[src/rtl/sg_window_feeder_if.sv]
`default_nettype none
// ============================================================================
//  Module      : sg_window_feeder_if
//  Description : Bundles the control, sample-input and window-output signals
//                of the Savitzky-Golay window feeder.
//                  start      - single-cycle run request
//                  in_valid   - in_data holds a sample
//                  in_data    - signed input sample
//                  in_ready   - feeder accepts the sample this cycle
//                  win_valid  - win_data/win_center hold a complete window
//                  win_data   - WINDOW_SIZE packed samples, slot 0 oldest
//                  win_center - index of the window's centre sample
//                  win_ready  - consumer takes the window this cycle
//                  done       - one-cycle pulse after the last window
//                master = producer/consumer side, slave = feeder side.
//  Revision    : 1.0 - initial release
// ============================================================================
interface sg_window_feeder_if #(
    parameter int WINDOW_SIZE = 7,
    parameter int DATA_WIDTH  = 32
);
    logic                                start;
    logic                                in_valid;
    logic signed [DATA_WIDTH-1:0]        in_data;
    logic                                in_ready;
    logic                                win_valid;
    logic [WINDOW_SIZE*DATA_WIDTH-1:0]   win_data;
    logic [15:0]                         win_center;
    logic                                win_ready;
    logic                                done;

    modport master (
        output start, in_valid, in_data, win_ready,
        input  in_ready, win_valid, win_data, win_center, done
    );

    modport slave (
        input  start, in_valid, in_data, win_ready,
        output in_ready, win_valid, win_data, win_center, done
    );
endinterface
`default_nettype wire

[src/rtl/sg_window_feeder.sv]
`default_nettype none
// ============================================================================
//  Module      : sg_window_feeder
//  Description : Streaming sliding-window builder for a Savitzky-Golay
//                smoother. Accepts DATA_SIZE samples per run and emits
//                DATA_SIZE windows of WINDOW_SIZE samples, window i centred
//                on sample i, with edge padding outside [0, DATA_SIZE-1].
//  Ports       : clk    - rising-edge clock
//                rst_n  - asynchronous active-low reset
//                bus    - sg_window_feeder_if.slave (start, in_* sample
//                         stream, win_* window stream, done pulse)
//  Config      : SG_WIN_ZERO_PAD_EN defined   -> pad value is 0 at both ends
//                SG_WIN_ZERO_PAD_EN undefined -> edge replicate (x0 on the
//                left, x(DATA_SIZE-1) on the right)
//  Revision    : 1.0 - initial release
// ============================================================================
module sg_window_feeder #(
    parameter int WINDOW_SIZE = 7,
    parameter int DATA_WIDTH  = 32,
    parameter int DATA_SIZE   = 1000
) (
    input  wire               clk,
    input  wire               rst_n,
    sg_window_feeder_if.slave bus
);

    localparam logic [1:0]  c_IDLE   = 2'd0;
    localparam logic [1:0]  c_FILL   = 2'd1;
    localparam logic [1:0]  c_STREAM = 2'd2;
    localparam logic [1:0]  c_FLUSH  = 2'd3;

    localparam logic [15:0] c_HALF   = 16'(WINDOW_SIZE / 2);
    localparam logic [15:0] c_LAST   = 16'(DATA_SIZE - 1);

    logic [1:0]                     r_state;
    logic [15:0]                    r_cnt;        // samples accepted this run
    logic [15:0]                    r_center;
    logic                           r_win_valid;
    logic                           r_done;
    logic signed [DATA_WIDTH-1:0]   r_win [WINDOW_SIZE];

    logic                           w_in_ready;
    logic                           w_accept;
    logic                           w_xfer;
    logic                           w_last_win;
    logic                           w_load_first;
    logic                           w_shift;
    logic signed [DATA_WIDTH-1:0]   w_new;
    logic signed [DATA_WIDTH-1:0]   w_pad_left;
    logic signed [DATA_WIDTH-1:0]   w_pad_right;
    logic [WINDOW_SIZE*DATA_WIDTH-1:0] w_win_data;

    // ------------------------------------------------------------------
    // Pad selection. In replicate mode the left pad is the first sample
    // itself (it is on the bus when it is loaded) and the right pad is the
    // newest slot, which after the final sample holds x(DATA_SIZE-1) and
    // keeps holding it as the same value is shifted in again.
    // ------------------------------------------------------------------
`ifdef SG_WIN_ZERO_PAD_EN
    assign w_pad_left  = '0;
    assign w_pad_right = '0;
`else
    assign w_pad_left  = bus.in_data;
    assign w_pad_right = r_win[WINDOW_SIZE-1];
`endif

    // ------------------------------------------------------------------
    // Handshakes. In STREAM a new sample may only enter when the current
    // window is absent or leaving this cycle, so in_ready looks at
    // win_ready combinationally to keep one-per-cycle throughput.
    // ------------------------------------------------------------------
    always_comb begin
        w_in_ready = 1'b0;
        case (r_state)
            c_FILL:   w_in_ready = 1'b1;
            c_STREAM: w_in_ready = !r_win_valid || bus.win_ready;
            default:  w_in_ready = 1'b0;
        endcase
    end

    assign w_accept   = bus.in_valid && w_in_ready;
    assign w_xfer     = r_win_valid && bus.win_ready;
    assign w_last_win = (r_center == c_LAST);

    // First sample of a run fills the whole window with pad plus x0; every
    // later sample, and every flushed window after the first, is a shift.
    assign w_load_first = (r_state == c_FILL) && w_accept && (r_cnt == 16'd0);
    assign w_shift      = (w_accept && !w_load_first) ||
                          ((r_state == c_FLUSH) && w_xfer && !w_last_win);
    assign w_new        = (r_state == c_FLUSH) ? w_pad_right : bus.in_data;

    // ------------------------------------------------------------------
    // Control FSM and counters
    // ------------------------------------------------------------------
    always_ff @(posedge clk or negedge rst_n) begin
        if (!rst_n) begin
            r_state     <= c_IDLE;
            r_cnt       <= '0;
            r_center    <= '0;
            r_win_valid <= 1'b0;
            r_done      <= 1'b0;
        end else begin
            r_done <= 1'b0;
            case (r_state)
                c_IDLE: begin
                    if (bus.start) begin
                        r_cnt    <= '0;
                        r_center <= '0;
                        r_state  <= c_FILL;
                    end
                end

                c_FILL: begin
                    if (w_accept) begin
                        r_cnt <= r_cnt + 16'd1;
                        // Sample H completes the first window (centre 0).
                        if (r_cnt == c_HALF) begin
                            r_win_valid <= 1'b1;
                            r_center    <= '0;
                            r_state     <= c_STREAM;
                        end
                    end
                end

                c_STREAM: begin
                    if (w_accept) begin
                        r_cnt       <= r_cnt + 16'd1;
                        r_win_valid <= 1'b1;
                        // Newest sample index minus H is the centre, which
                        // stays right whether or not the previous window
                        // left earlier without a replacement.
                        r_center    <= r_cnt - c_HALF;
                        if (r_cnt == c_LAST) begin
                            r_state <= c_FLUSH;
                        end
                    end else if (w_xfer) begin
                        r_win_valid <= 1'b0;
                    end
                end

                c_FLUSH: begin
                    if (w_xfer) begin
                        if (w_last_win) begin
                            r_win_valid <= 1'b0;
                            r_done      <= 1'b1;
                            r_state     <= c_IDLE;
                        end else begin
                            r_center <= r_center + 16'd1;
                        end
                    end
                end

                default: begin
                    r_state <= c_IDLE;
                end
            endcase
        end
    end

    // ------------------------------------------------------------------
    // Window shift register
    // ------------------------------------------------------------------
    always_ff @(posedge clk or negedge rst_n) begin
        if (!rst_n) begin
            for (int k = 0; k < WINDOW_SIZE; k++) begin
                r_win[k] <= '0;
            end
        end else if (w_load_first) begin
            for (int k = 0; k < WINDOW_SIZE - 1; k++) begin
                r_win[k] <= w_pad_left;
            end
            r_win[WINDOW_SIZE-1] <= bus.in_data;
        end else if (w_shift) begin
            for (int k = 0; k < WINDOW_SIZE - 1; k++) begin
                r_win[k] <= r_win[k+1];
            end
            r_win[WINDOW_SIZE-1] <= w_new;
        end
    end

    for (genvar k = 0; k < WINDOW_SIZE; k++) begin : g_pack
        assign w_win_data[k*DATA_WIDTH +: DATA_WIDTH] = r_win[k];
    end

    assign bus.in_ready   = w_in_ready;
    assign bus.win_valid  = r_win_valid;
    assign bus.win_data   = w_win_data;
    assign bus.win_center = r_center;
    assign bus.done       = r_done;

endmodule
`default_nettype wire

[src/flat_wrapper.sv]
// flat-port wrapper written by rule: the top's interface ports become plain ports
module sg_window_feeder_flat 
#(
    parameter int WINDOW_SIZE = 7,
    parameter int DATA_WIDTH  = 32,
    parameter int DATA_SIZE   = 1000
)
  (clk, rst_n, bus_start, bus_in_valid, bus_in_data, bus_win_ready, bus_in_ready, bus_win_valid, bus_win_data, bus_win_center, bus_done);
  sg_window_feeder_if #(.WINDOW_SIZE(WINDOW_SIZE), .DATA_WIDTH(DATA_WIDTH)) bus_i ();
  input  wire clk;
  input  wire rst_n;
  input wire logic [$bits(bus_i.start)-1:0] bus_start;
  input wire logic [$bits(bus_i.in_valid)-1:0] bus_in_valid;
  input wire logic [$bits(bus_i.in_data)-1:0] bus_in_data;
  input wire logic [$bits(bus_i.win_ready)-1:0] bus_win_ready;
  output wire logic [$bits(bus_i.in_ready)-1:0] bus_in_ready;
  output wire logic [$bits(bus_i.win_valid)-1:0] bus_win_valid;
  output wire logic [$bits(bus_i.win_data)-1:0] bus_win_data;
  output wire logic [$bits(bus_i.win_center)-1:0] bus_win_center;
  output wire logic [$bits(bus_i.done)-1:0] bus_done;
  assign bus_i.start = bus_start;
  assign bus_i.in_valid = bus_in_valid;
  assign bus_i.in_data = bus_in_data;
  assign bus_i.win_ready = bus_win_ready;
  assign bus_in_ready = bus_i.in_ready;
  assign bus_win_valid = bus_i.win_valid;
  assign bus_win_data = bus_i.win_data;
  assign bus_win_center = bus_i.win_center;
  assign bus_done = bus_i.done;
  sg_window_feeder #(.WINDOW_SIZE(WINDOW_SIZE), .DATA_WIDTH(DATA_WIDTH), .DATA_SIZE(DATA_SIZE)) u_core (.clk(clk), .rst_n(rst_n), .bus(bus_i));
endmodule
[config.mk]
export PLATFORM = sky130hd
export DESIGN_NAME = sg_window_feeder_flat
export DESIGN_NICKNAME = d
export VERILOG_FILES = /design/src/rtl/sg_window_feeder_if.sv /design/src/rtl/sg_window_feeder.sv /design/src/flat_wrapper.sv
export SDC_FILE = /design/constraint.sdc
export NUM_CORES = 1
export LEC_CHECK = 0
export ABC_AREA = 1
export BUFFER_PORTS_ARGS = -buffer_cell sky130_fd_sc_hd__buf_2
export CELL_PAD_IN_SITES_DETAIL_PLACEMENT = 1
export CELL_PAD_IN_SITES_GLOBAL_PLACEMENT = 2
export CORE_MARGIN = 2
export CORE_UTILIZATION = 35
export CTS_BUF_LIST = sky130_fd_sc_hd__clkbuf_4
export CTS_CLUSTER_SIZE = 28
export DETAILED_ROUTE_END_ITERATION = 8
export PLACE_DENSITY_LB_ADDON = 0.1
export SLEW_MARGIN = 5
export SYNTH_ARGS = -nofsm -noshare
export SYNTH_HDL_FRONTEND = slang
export SYNTH_SLANG_ARGS = --single-unit
[constraint.sdc]
create_clock -name clk -period 3.04 [get_ports clk]
set_input_delay 0.152 -clock clk [delete_from_list [all_inputs] [get_ports clk]]
set_output_delay 0.152 -clock clk [all_outputs]
set_load 0.05 [all_outputs]
==> run metrics <==
highest routed metal layer met4; Routed WL between 40,000 and 50,000 microns; crit path capture type primary output; hold path cells 6; Clock Path Buffers 3; required time of the critical path 2.89 ns; Slew @ Worst Pin between 0.8 and 0.9 ns; largest net degree at the start of global routing ~140; 1st-iter DRT viols ~690; vias per cell roughly 5; Final ANT Viol Nets 0; Final min period ~2.4 ns; Crit path largest cell delay 0.41 ns; post-synthesis instance total ~1.9k; clock sink count between 200 and 300; R2R depth 9; Top-Level Pins 280; post-synthesis mux area share 0%; H-tree Lvls 3; post-synthesis compound-gate area fraction around 10%; Mapped Area between 10,000 and 15,000 sq um; number of buffers added on ports roughly 280; Final #Nets ~2.2k; initial antenna violation count 1; core area 39,600 sq um; Detail Route met2 WL 22,500 microns; max-slew violation count 0; delay-heaviest family, CP buffers and inverters; clk_skew roughly 0.050 ns; detailed-route DRC error count 0; CP Depth 6; Hold Vio Cnt, Final 0; XOR/XNOR share of the synthesized area less than 1%; unrepaired setup endpoints after global routing false; Yosys reg bits 260; Setup Fix Bufs, Post-CTS 0; Hold Path Class primary input to flop; area grow syn2layout 21.4%; first-pass GRT wire length slightly below 80,000 microns; met3 wire len between 2000 and 2500 microns; arrival time worst endpoint between 2 and 2.5 ns; gpl congestion about 0.84; worst-path cell chain inv_1 -> ha_1 -> buf_4 -> nand2_1 -> inv_1 -> buf_2; register clock-pin slew on the reported worst setup and hold paths approximately 0.070 ns; CTS root buf clkbuf_4; syn avg cell area roughly 7.4 sq um; # setup viols final 0; dpl cells 2,595; largest family of logic cells by synthesized area simple AND/OR/NAND/NOR gates; pwr dens 1380 nW/um^2; CTS buffer count ~80; Vias 13.9k; Relative slew margins between 40 and 50%; Setup CP Type flop to primary output; register area share after synthesis 46.4%; fmax 415 MHz; die area ~42,000 sq um; Simple-Gate Fraction of Synth Area between 30% and 40%; Period Utilization, post-route roughly four fifths; Max-Cap Viols 0; Yosys Warn Count 0; gr ovfl total 0; First-pass DRT Iterations 4; vias in the first global route about 14k; critical path peak fanout 14; GRT Overall Usage 23.6%; Netlist cell types 35; die height a little over 200 microns; fraction of layout cells with a size suffix above 1 a little over 20%; Post-Layout Cell Count ~2.8k; row count 73; Die W just over 200 microns; cell repeated most along the worst path inv_1; most common cell after layout, fill and taps aside nand2_1; Syn Nets between 1.5k and 2k; PnR Total Power 23.5 mW; post-synthesis adder-cell area fraction less than 1%; CP max stage cell dfrtp_1; Peak supply drop 0.532 mV; HPWL Detailed roughly 33,000 microns; LEAKAGE approximately 9.3 nW; startpoint types flop; Bufs and invs on worst path 4; Metal-1 WL about 23,000 microns; leading cell types in the layout, fill and taps excluded nand2_1 (754), buf_2 (278), dfrtp_1 (260); setup TNS 0 ns; status completed; drt wl/cell between 15 and 20 microns; clk_lat worst skew roughly 0.76 ns; Starting Density between 30 and 40%; CTS tree yes
synth_stat cells:
library cell | count | area [sq um]
nand2_1 | 754 | 2830
dfrtp_1 | 260 | 6510
nand3_1 | 243 | 1220
o21ai_1 | 193 | 966
nor2_1 | 97 | 364
inv_1 | 75 | 282
buf_2 | 49 | 245
buf_6 | 45 | 507
a21oi_1 | 41 | 205
o21ai_0 | 29 | 145
clkbuf_1 | 27 | 101
ha_1 | 8 | 100
nand4_1 | 8 | 50.1
nor2_4 | 8 | 90.1
xor2_1 | 8 | 70.1
buf_4 | 6 | 45.0
inv_2 | 6 | 22.5
nand2_2 | 5 | 31.3
nor2_2 | 4 | 25.0
nor3_1 | 4 | 20.0
o21bai_1 | 4 | 30.0
or2_2 | 3 | 18.8
nand3_2 | 2 | 20.0
a21oi_4 | 1 | 16.3
a22o_1 | 1 | 8.76
clkinv_1 | 1 | 3.75
nand2_4 | 1 | 11.3
nand3b_4 | 1 | 20.0
nor2_8 | 1 | 20.0
nor3b_1 | 1 | 7.51
o211ai_1 | 1 | 7.51
o21ai_2 | 1 | 8.76
o22ai_1 | 1 | 6.26
o32ai_1 | 1 | 8.76
or2_0 | 1 | 6.26
path summary, 6_finish.rpt:
path	startpoint	to	slack [ns]
setup reg to reg	u_core.r_state[0]	u_core.bus.win_data[41]	0.78
max in group asynchronous	rst_n	u_core.w_pad_right[22]	2.02
setup / recovery	u_core.r_state[0]	bus_in_ready	0.63
hold / removal	bus_in_valid	u_core.bus.win_valid	0.13
hold reg to reg	u_core.bus.win_data[1]	u_core.bus.win_data[1]	0.50
min in group asynchronous	rst_n	u_core.bus.win_data[6]	0.42
power by group:
group	internal (mW)	switching, mW
clock network	1.77	1.65
registers	4.94	1.46
logic	3.50	10.2
flip-flops by register name, indices dropped and copies added (netlist names):
name	flops
u_core.bus.win_data	192
u_core.w_pad_right	32
u_core.bus.win_center	16
u_core.r_cnt	16
u_core.r_state	2
u_core.bus.done	1
u_core.bus.win_valid	1
cells by family after synthesis:
| group | Yosys count |
|---|---|
| AOI/OAI and AO/OA | 273 |
| xor gates and xnor gates | 8 |
| adders and majority gates | 8 |
| buffers and inverters | 209 |
| DFF | 260 |
| and+or+nand+nor | 1133 |
stage by stage:
stage | hold WS (ns) | utilization [%] | cell area, sq um | worst slack (ns)
3_5_place_dp | 0.205 | 39.5 | 15700 | 0.835
6_report | 0.126 | 42.9 | 17000 | 0.632
2_1_floorplan | -0.144 | - | 14000 | 1.02
4_1_cts | 0.0345 | 42.9 | 17000 | 0.514
5_1_grt | 0.106 | 42.9 | 17000 | 0.477
3_3_place_gp | 0.198 | 39.5 | 15700 | 0.848
metal layers:
metal  global-route usage, %  vias to the layer above
li1                        -                     6744
met1                    32.4                     6739
met2                    36.8                      300
met3                    4.77                       68
met4                    8.18                        0
met5                       0                        -
worst min-delay path, delay by kind of cell:
family          cells  cell delay (ns)
simple gates        3             0.28
compound gates      2             0.24
buf+inv             1             0.14
final cells by class:
cell class,instances,area [sq um]
Antenna cell,2,5.00
Clock inverter,23,120
Sequential cell,260,6510
Inverter,82,308
Clock buffer,112,841
Tap cell,525,657
Fill cell,5123,22600
Multi-Input combinational cell,1422,6340
Timing Repair Buffer,343,2230
repair_timing:
item | 4_1_cts | 5_1_grt
resized for setup | 0 | 0
endpoints found under the hold margin | 500 | 0
hold buffers | 37 | 0
Note: power is estimated with default switching activity, not from simulation.
